[config.mk]
export PLATFORM = sky130hd
export DESIGN_NAME = seq_restoring_divider_flat
export DESIGN_NICKNAME = d
export VERILOG_FILES = /design/src/rtl/seq_restoring_divider_if.sv /design/src/rtl/seq_restoring_divider.sv /design/src/flat_wrapper.sv
export SDC_FILE = /design/constraint.sdc
export NUM_CORES = 1
export LEC_CHECK = 0
export CORE_MARGIN = 2
export CORE_UTILIZATION = 50
export CTS_BUF_LIST = sky130_fd_sc_hd__clkbuf_2 sky130_fd_sc_hd__clkbuf_4 sky130_fd_sc_hd__clkbuf_8
export CTS_CLUSTER_SIZE = 16
export DETAILED_ROUTE_END_ITERATION = 8
export PLACE_DENSITY = 0.79
export SKIP_LAST_GASP = 1
export SLEW_MARGIN = 20
export SYNTH_ARGS = -nofsm -noshare
export SYNTH_HDL_FRONTEND = slang
export SYNTH_SLANG_ARGS = --single-unit
[constraint.sdc]
create_clock -name clk -period 2 [get_ports clk]
set_input_delay 0.4 -clock clk [delete_from_list [all_inputs] [get_ports clk]]
set_output_delay 0.4 -clock clk [all_outputs]
set_load 0.005 [all_outputs]
[src/rtl/seq_restoring_divider_if.sv]
`default_nettype none
// ============================================================================
// Module  : seq_restoring_divider_if
// Brief   : Operand/result bundle for the sequential restoring divider.
// Rev     : 1.0  initial release
// ============================================================================
interface seq_restoring_divider_if #(
  parameter int WIDTH = 4
);
  logic             start;
  logic [WIDTH-1:0] dividend;
  logic [WIDTH-1:0] divisor;
  logic [WIDTH-1:0] quotient;
  logic [WIDTH-1:0] remainder;
  logic             busy;
  logic             done;
  logic             div_by_zero;

  modport master (
    output start, dividend, divisor,
    input  quotient, remainder, busy, done, div_by_zero
  );

  modport slave (
    input  start, dividend, divisor,
    output quotient, remainder, busy, done, div_by_zero
  );
endinterface
`default_nettype wire

[src/rtl/seq_restoring_divider.sv]
`default_nettype none
// ============================================================================
// Module  : seq_restoring_divider
// Brief   : Multi-cycle unsigned restoring divider, one trial subtract/clock.
// Rev     : 1.0  initial release
// ============================================================================
module seq_restoring_divider #(
  parameter int WIDTH = 4
) (
  input  logic                    clk,
  input  logic                    rst,
  seq_restoring_divider_if.slave  bus
);

  localparam int CNT_W = $clog2(WIDTH + 1);

  typedef enum logic [1:0] {
    S_IDLE   = 2'd0,
    S_CALC   = 2'd1,
    S_FINISH = 2'd2
  } state_t;

  state_t           state_q, state_d;
  logic [WIDTH-1:0] dvd_q, dvd_d;
  logic [WIDTH-1:0] dsr_q, dsr_d;
  logic [WIDTH-1:0] rem_q, rem_d;
  logic [WIDTH-1:0] quo_q, quo_d;
  logic [CNT_W-1:0] cnt_q, cnt_d;
  logic             dz_q, dz_d;

  logic [WIDTH-1:0] quotient_q, quotient_d;
  logic [WIDTH-1:0] remainder_q, remainder_d;
  logic             busy_q, busy_d;
  logic             done_q, done_d;
  logic             div_by_zero_q, div_by_zero_d;

  // One extra bit keeps the borrow visible so all-ones / 1 cannot wrap.
  logic [WIDTH:0]   partial;
  logic [WIDTH:0]   diff;

  always_comb begin
    partial = {rem_q, dvd_q[WIDTH-1]};
    diff    = partial - {1'b0, dsr_q};
  end

  always_comb begin
    state_d       = state_q;
    dvd_d         = dvd_q;
    dsr_d         = dsr_q;
    rem_d         = rem_q;
    quo_d         = quo_q;
    cnt_d         = cnt_q;
    dz_d          = dz_q;
    quotient_d    = quotient_q;
    remainder_d   = remainder_q;
    div_by_zero_d = div_by_zero_q;
    busy_d        = 1'b0;
    done_d        = 1'b0;

    case (state_q)
      S_IDLE: begin
        if (bus.start) begin
          dvd_d = bus.dividend;
          dsr_d = bus.divisor;
          rem_d = '0;
          quo_d = '0;
          cnt_d = CNT_W'(WIDTH);
          dz_d  = (bus.divisor == '0);
          state_d = (bus.divisor == '0) ? S_FINISH : S_CALC;
        end
      end

      S_CALC: begin
        busy_d = 1'b1;
        dvd_d  = {dvd_q[WIDTH-2:0], 1'b0};
        if (!diff[WIDTH]) begin
          rem_d = diff[WIDTH-1:0];
          quo_d = {quo_q[WIDTH-2:0], 1'b1};
        end else begin
          rem_d = partial[WIDTH-1:0];
          quo_d = {quo_q[WIDTH-2:0], 1'b0};
        end
        cnt_d = cnt_q - CNT_W'(1);
        if (cnt_d == '0) begin
          state_d = S_FINISH;
        end
      end

      S_FINISH: begin
        // Status flops lag the state by one edge, so results land with done.
        done_d        = 1'b1;
        quotient_d    = dz_q ? '1 : quo_q;
        remainder_d   = dz_q ? dvd_q : rem_q;
        div_by_zero_d = dz_q;
        state_d       = S_IDLE;
      end

      default: begin
        state_d = S_IDLE;
      end
    endcase
  end

  always_ff @(posedge clk or posedge rst) begin
    if (rst) begin
      state_q       <= S_IDLE;
      dvd_q         <= '0;
      dsr_q         <= '0;
      rem_q         <= '0;
      quo_q         <= '0;
      cnt_q         <= '0;
      dz_q          <= 1'b0;
      quotient_q    <= '0;
      remainder_q   <= '0;
      busy_q        <= 1'b0;
      done_q        <= 1'b0;
      div_by_zero_q <= 1'b0;
    end else begin
      state_q       <= state_d;
      dvd_q         <= dvd_d;
      dsr_q         <= dsr_d;
      rem_q         <= rem_d;
      quo_q         <= quo_d;
      cnt_q         <= cnt_d;
      dz_q          <= dz_d;
      quotient_q    <= quotient_d;
      remainder_q   <= remainder_d;
      busy_q        <= busy_d;
      done_q        <= done_d;
      div_by_zero_q <= div_by_zero_d;
    end
  end

  assign bus.quotient    = quotient_q;
  assign bus.remainder   = remainder_q;
  assign bus.busy        = busy_q;
  assign bus.done        = done_q;
  assign bus.div_by_zero = div_by_zero_q;

endmodule
`default_nettype wire

[src/flat_wrapper.sv]
// flat-port wrapper written by rule: the top's interface ports become plain ports
module seq_restoring_divider_flat 
#(
  parameter int WIDTH = 4
)
  (clk, rst, bus_start, bus_dividend, bus_divisor, bus_quotient, bus_remainder, bus_busy, bus_done, bus_div_by_zero);
  seq_restoring_divider_if #(.WIDTH(WIDTH)) bus_i ();
  input  logic clk;
  input  logic rst;
  input wire logic [$bits(bus_i.start)-1:0] bus_start;
  input wire logic [$bits(bus_i.dividend)-1:0] bus_dividend;
  input wire logic [$bits(bus_i.divisor)-1:0] bus_divisor;
  output wire logic [$bits(bus_i.quotient)-1:0] bus_quotient;
  output wire logic [$bits(bus_i.remainder)-1:0] bus_remainder;
  output wire logic [$bits(bus_i.busy)-1:0] bus_busy;
  output wire logic [$bits(bus_i.done)-1:0] bus_done;
  output wire logic [$bits(bus_i.div_by_zero)-1:0] bus_div_by_zero;
  assign bus_i.start = bus_start;
  assign bus_i.dividend = bus_dividend;
  assign bus_i.divisor = bus_divisor;
  assign bus_quotient = bus_i.quotient;
  assign bus_remainder = bus_i.remainder;
  assign bus_busy = bus_i.busy;
  assign bus_done = bus_i.done;
  assign bus_div_by_zero = bus_i.div_by_zero;
  seq_restoring_divider #(.WIDTH(WIDTH)) u_core (.clk(clk), .rst(rst), .bus(bus_i));
endmodule
Yosys cells after proc, flatten, opt, wreduce, memory -nomap -nowiden
Cells that the tools add are included.
{ "word_totals": {"ff_bits": 33, "word_cells": 42} }
{ "classes": {"addsub": 2, "eq_ne": 4, "muxes": 17, "reduce_logical": 7} }
{ "op_table": {"columns": ["cell", "n"], "rows": [
  ["4-bit case mux with 2 select lines", 3],
  ["4-bit 2-to-1 mux", 5],
  ["2-bit 2-to-1 mux", 3],
  ["3-bit case mux with 2 select lines", 1],
  ["2-bit AND reduction", 3],
  ["5-bit by 4-bit subtractor with 5-bit output", 1],
  ["4-bit logical NOT", 1],
  ["2-bit case mux with 2 select lines", 1],
  ["3-bit logical NOT", 1],
  ["1-bit 2-to-1 mux", 3],
  ["3-bit 2-to-1 mux", 1],
  ["3-bit by 1-bit subtractor with 3-bit output (second input constant)", 1],
  ["2-bit by 1-bit equality test with 1-bit output (second input constant)", 1],
  ["2-bit equality test (second input constant)", 1],
  ["2-bit logical NOT", 1],
  ["2-bit by 1-bit inequality test with 1-bit output (second input constant)", 1],
  ["2-bit inequality test (second input constant)", 1],
  ["2-bit nonzero test", 1]
]} }

Logic depth before layout (Yosys ltp)
{ "depth": {"word_depth": 4, "depth_mapped": 8, "depth_no_buf": 8} }

Worst setup path after synthesis
OpenSTA, ideal clock, no wires.
{ "synth_path": {"kind": "register -> register", "startpoint": "register u_core.dvd_q[3]", "endpoint": "register u_core.rem_q[0]", "arrival_time_ns": 1.872, "required_time_ns": 1.879, "path_slack_ns": 0.007, "path_stages_with_launch": 9, "path_buffers": 0, "period_less_slack_ns": 1.993, "cell_sequence": "dfrtp_1 inv_1 ha_1 fa_1 nand2b_1 a21oi_2 xor2_4 mux2i_1 a22o_1"} }
{ "synth_via": {"elab_chain_len": 3} }
{ "synth_lines": {"columns": ["element", "line_no", "source"], "rows": [
  ["start, declared", "seq_restoring_divider.sv:24", "logic [WIDTH-1:0] dvd_q, dvd_d;"],
  ["start signal, assigned", "seq_restoring_divider.sv:120", "dvd_q <= dvd_d;"],
  ["5-bit by 4-bit subtractor with 5-bit output", "seq_restoring_divider.sv:43", "diff = partial - {1'b0, dsr_q};"],
  ["4-bit 2-to-1 mux (*)", "seq_restoring_divider.sv:76", "if (!diff[WIDTH]) begin"],
  ["4-bit case mux with 2 select lines (*)", "seq_restoring_divider.sv:60", "case (state_q)"],
  ["end signal, assigned", "seq_restoring_divider.sv:122", "rem_q <= rem_d;"],
  ["end, declared", "seq_restoring_divider.sv:26", "logic [WIDTH-1:0] rem_q, rem_d;"]
]} }
Every way passes the cells marked *; elsewhere a longest branch is shown, timed or not.
A chain may end at the register's enable or synchronous reset.

Worst setup path in the final report
{ "layout_path": {"startpoint": "register u_core.dsr_q[0]", "endpoint": "register u_core.rem_q[0]"} }
{ "layout_via": {"elab_chain_len": 3} }
{ "layout_lines": {"columns": ["element", "line_no", "source"], "rows": [
  ["start, declared", "seq_restoring_divider.sv:25", "logic [WIDTH-1:0] dsr_q, dsr_d;"],
  ["start signal, assigned", "seq_restoring_divider.sv:121", "dsr_q <= dsr_d;"],
  ["5-bit by 4-bit subtractor with 5-bit output", "seq_restoring_divider.sv:43", null],
  ["4-bit 2-to-1 mux", "seq_restoring_divider.sv:76", null],
  ["4-bit case mux with 2 select lines", "seq_restoring_divider.sv:60", null]
]} }
No other way between the ends.

==> summary.txt <==
Status
  – Outcome: finished, final reports clean

Critical path
  – CP endpoint kind: register
  – Worst EP required: ~2.3 ns
  – Critical path class: reg2reg
  – Crit-path max FO: 5
  – Startpoint type of the worst setup path: register
  – Worst path arrival time: between 2 and 2.5 ns

Drt
  – Routed Antenna Nets: 0
  – Total Wirelength: between 2 and 3 mm
  – Vias per inst: ~5.0
  – DR DRC count: 0
  – Drt initial violations: 30
  – 1st-pass router iterations: 4
  – DR WL/cell: roughly 13 µm
  – Via Count: 1174

Yosys
  – Sequential area share after synthesis: 52.6%
  – Synth top cells by count: 33 x dfrtp_1, 29 x nand2_1, 25 x o21ai_0
  – YS warnings: 0
  – Avg Inst Size Synth: around 10 µm²
  – Leading area contributor after synthesis: dfrtp_1
  – EDFF count, synth: 0
  – #FFs+latches synth: 33
  – Post-Synthesis Cells: 158
  – Synth top area share: a little over half
  – Top cells by area, synth: dfrtp_1 53%, o21ai_0 8.0%, nand2_1 6.9%
  – Post-synth ARST share: between 90% and 100%
  – Syn_nets: 176
  – Count leader, synth: dfrtp_1
  – Post-synth cell types: 27
  – Synthesized cell area: 1570 µm²
  – Post-synth top flop: dfrtp_1

STA
  – Max Slew Vio Count: 0
  – Clock Skew: between 0.002 and 0.0025 ns
  – Hold Violations, Final: 0
  – Final setup violation count: 0
  – Tmin final: roughly 2 ns
  – RSZ-0062 raised after global routing: true
  – Hold slack: around 0.45 ns
  – Fmax: between 500 and 600 MHz
  – Transition time at the pin with the least slew margin: between 0.5 and 0.6 ns
  – Crit share post-route: roughly 100%
  – Setup TNS: 0 ns
  – Worst rel slew slack: around 65%

CTS
  – H-tree depth: 2
  – CTS hold repair buffers: 0
  – Root Buffer: clkbuf_4
  – Skew-Pair Late Insertion Delay: 0.33 ns
  – CTS clock-pin slew for the worst setup and hold paths: 0.10 ns
  – Clock Tree Buf Depth: 2
  – Clock sinks: 33
  – CTS Buf Count: 5
  – CTS tree: done

Floorplanning
  – Number of I/O pins: 22
  – Core area: a little over 3000 µm²
  – Starting density of the core: approximately 52%
  – Site Rows: 20
  – Die Y: ~60 µm
  – Chip width: 60.0 µm
  – Die area: 3600 µm²

Place
  – Final GP Congestion: 0.792
  – Placed Instances: 226
  – IO Port Bufs: 21
  – Placed wire-length estimate: 2.18 mm

Job
  – MaxCap Viol Count: 0

GRT
  – First-pass GRT wire length: approximately 5.0 mm
  – Initial antenna violation count: 0
  – Vias in the first global route: 1153
  – GRT Overall Usage: 19.6%
  – Largest net degree at the start of global routing: 34
  – Grt ovf: 0

Pwr
  – PD cells: 1570 nW/µm²
  – Leak Pwr: ~0.9 nW
  – VDD IR max: 0.000774 V

Finish
  – Post-layout util: 64.6%
  – Fin nets: ~210
  – Share of cells above drive strength 1: 13.7%
  – Fill cells: around 270
  – Non-filler instance count after layout: about 230
  – Layout Area Growth over Synthesis: 24.5%
  – Number of diodes: 0

Hold path
  – Worst hold path type: in2async
## through the flow
| stage | area, µm² | setup slack [ns] | power (mW) |
|---|---|---|---|
| after CTS | 1960 | -0.00802 | 3.11 |
| after global routing | 1960 | -0.0621 | 3.38 |
| after detailed placement | 1880 | -0.100 | 2.66 |
| after global placement | 1880 | 0.0161 | 2.56 |
| after floorplan | 1570 | 0.00708 | 2.13 |
| final | 1960 | 0.0237 | 3.07 |
## layout make-up
class | count | area [µm²] | area share [%]
inverter | 12 | 45.0 | 2.30
sequential | 33 | 826 | 42.2
timing repair buffer | 31 | 285 | 14.6
multi-input combinational | 106 | 689 | 35.3
clock buffer | 6 | 45.0 | 2.30
clock inverter | 2 | 10.0 | 0.512
tap | 44 | 55.1 | 2.82
## timing repair
action	in CTS	in global routing
buffers inserted	0	0
pin swaps	1	1
resized for setup	4	2
endpoints found under the setup margin	4	4
## cells by family (layout without fill, tap and decap cells)
kind of cell | after synthesis | in the layout | synth area share, %
buf+inv | 19 | 51 | 4.78
mux | 9 | 9 | 5.82
fa+ha+maj | 7 | 7 | 6.06
simple gates | 45 | 45 | 12.4
xor+xnor | 3 | 3 | 2.87
flops | 33 | 33 | 52.6
compound gates | 42 | 42 | 15.5
## worst paths after layout
path                                           end  cells past startpoint                    from  slack (ns)
min                        u_core.bus.remainder[0]                      3                     rst        0.45
max reg2reg                        u_core.rem_q[0]                      7         u_core.dsr_q[0]        0.02
min reg2reg                 u_core.bus.quotient[1]                      2  u_core.bus.quotient[1]        0.48
max                                u_core.rem_q[0]                      7         u_core.dsr_q[0]        0.02
min in group clk            u_core.bus.quotient[1]                      2  u_core.bus.quotient[1]        0.48
max in group asynchronous   u_core.bus.quotient[0]                      3                     rst        1.25
## critical path, cell delays in order, from the launching register on
cell and delay, ns:
dfrtp_1 0.40, ha_2 0.20, fa_2 0.34, nand2b_4 0.15, a21oi_4 0.18, xor2_4 0.26
mux2i_1 0.24, a22o_1 0.15
## registers in the layout, summed over array words and instances, names as in the netlist
name	cells
u_core.bus.quotient	4
u_core.bus.remainder	4
u_core.dsr_q	4
u_core.dvd_q	4
u_core.quo_q	4
u_core.rem_q	4
u_core.cnt_q	3
u_core.state_q	2
u_core.bus.busy	1
u_core.bus.div_by_zero	1
u_core.bus.done	1
u_core.dz_q	1
## metal layers
layer	vias to the layer above	routed length [µm]	GRT usage [%]
li1	588	-	-
met1	554	1310	23.0
met2	30	1470	32.1
met3	2	152	7.36
met4	0	13	7.94
met5	-	0	0
## power by group
part,switching [mW],total [mW],internal [mW]
Combinational,0.746,1.55,0.800
Sequential,0.217,1.16,0.943
Clock,0.221,0.368,0.147
## placed cells by master, fill, tap and decap left out
cell	n
inv_2	1
xor2_4	1
a2bb2oi_1	1
clkbuf_4	6
a22o_1	3
o21ai_1	2
fa_2	1
buf_4	10
xnor2_1	1
or2_2	1
o21ai_0	24
o22ai_1	2
ha_1	5
clkdlybuf4s50_1	21
nand2b_1	2
o21bai_1	1
nor2_1	6
a21oi_4	1
mux2_2	1
a21oi_1	4
a21boi_0	1
nor4_1	1
dfrtp_1	33
nand2_1	29
xor2_1	1
clkinv_2	2
inv_1	11
nand2b_4	1
mux2i_1	8
a22oi_1	3
ha_2	1
nor2b_1	5
(Power assumes the default switching activity.)
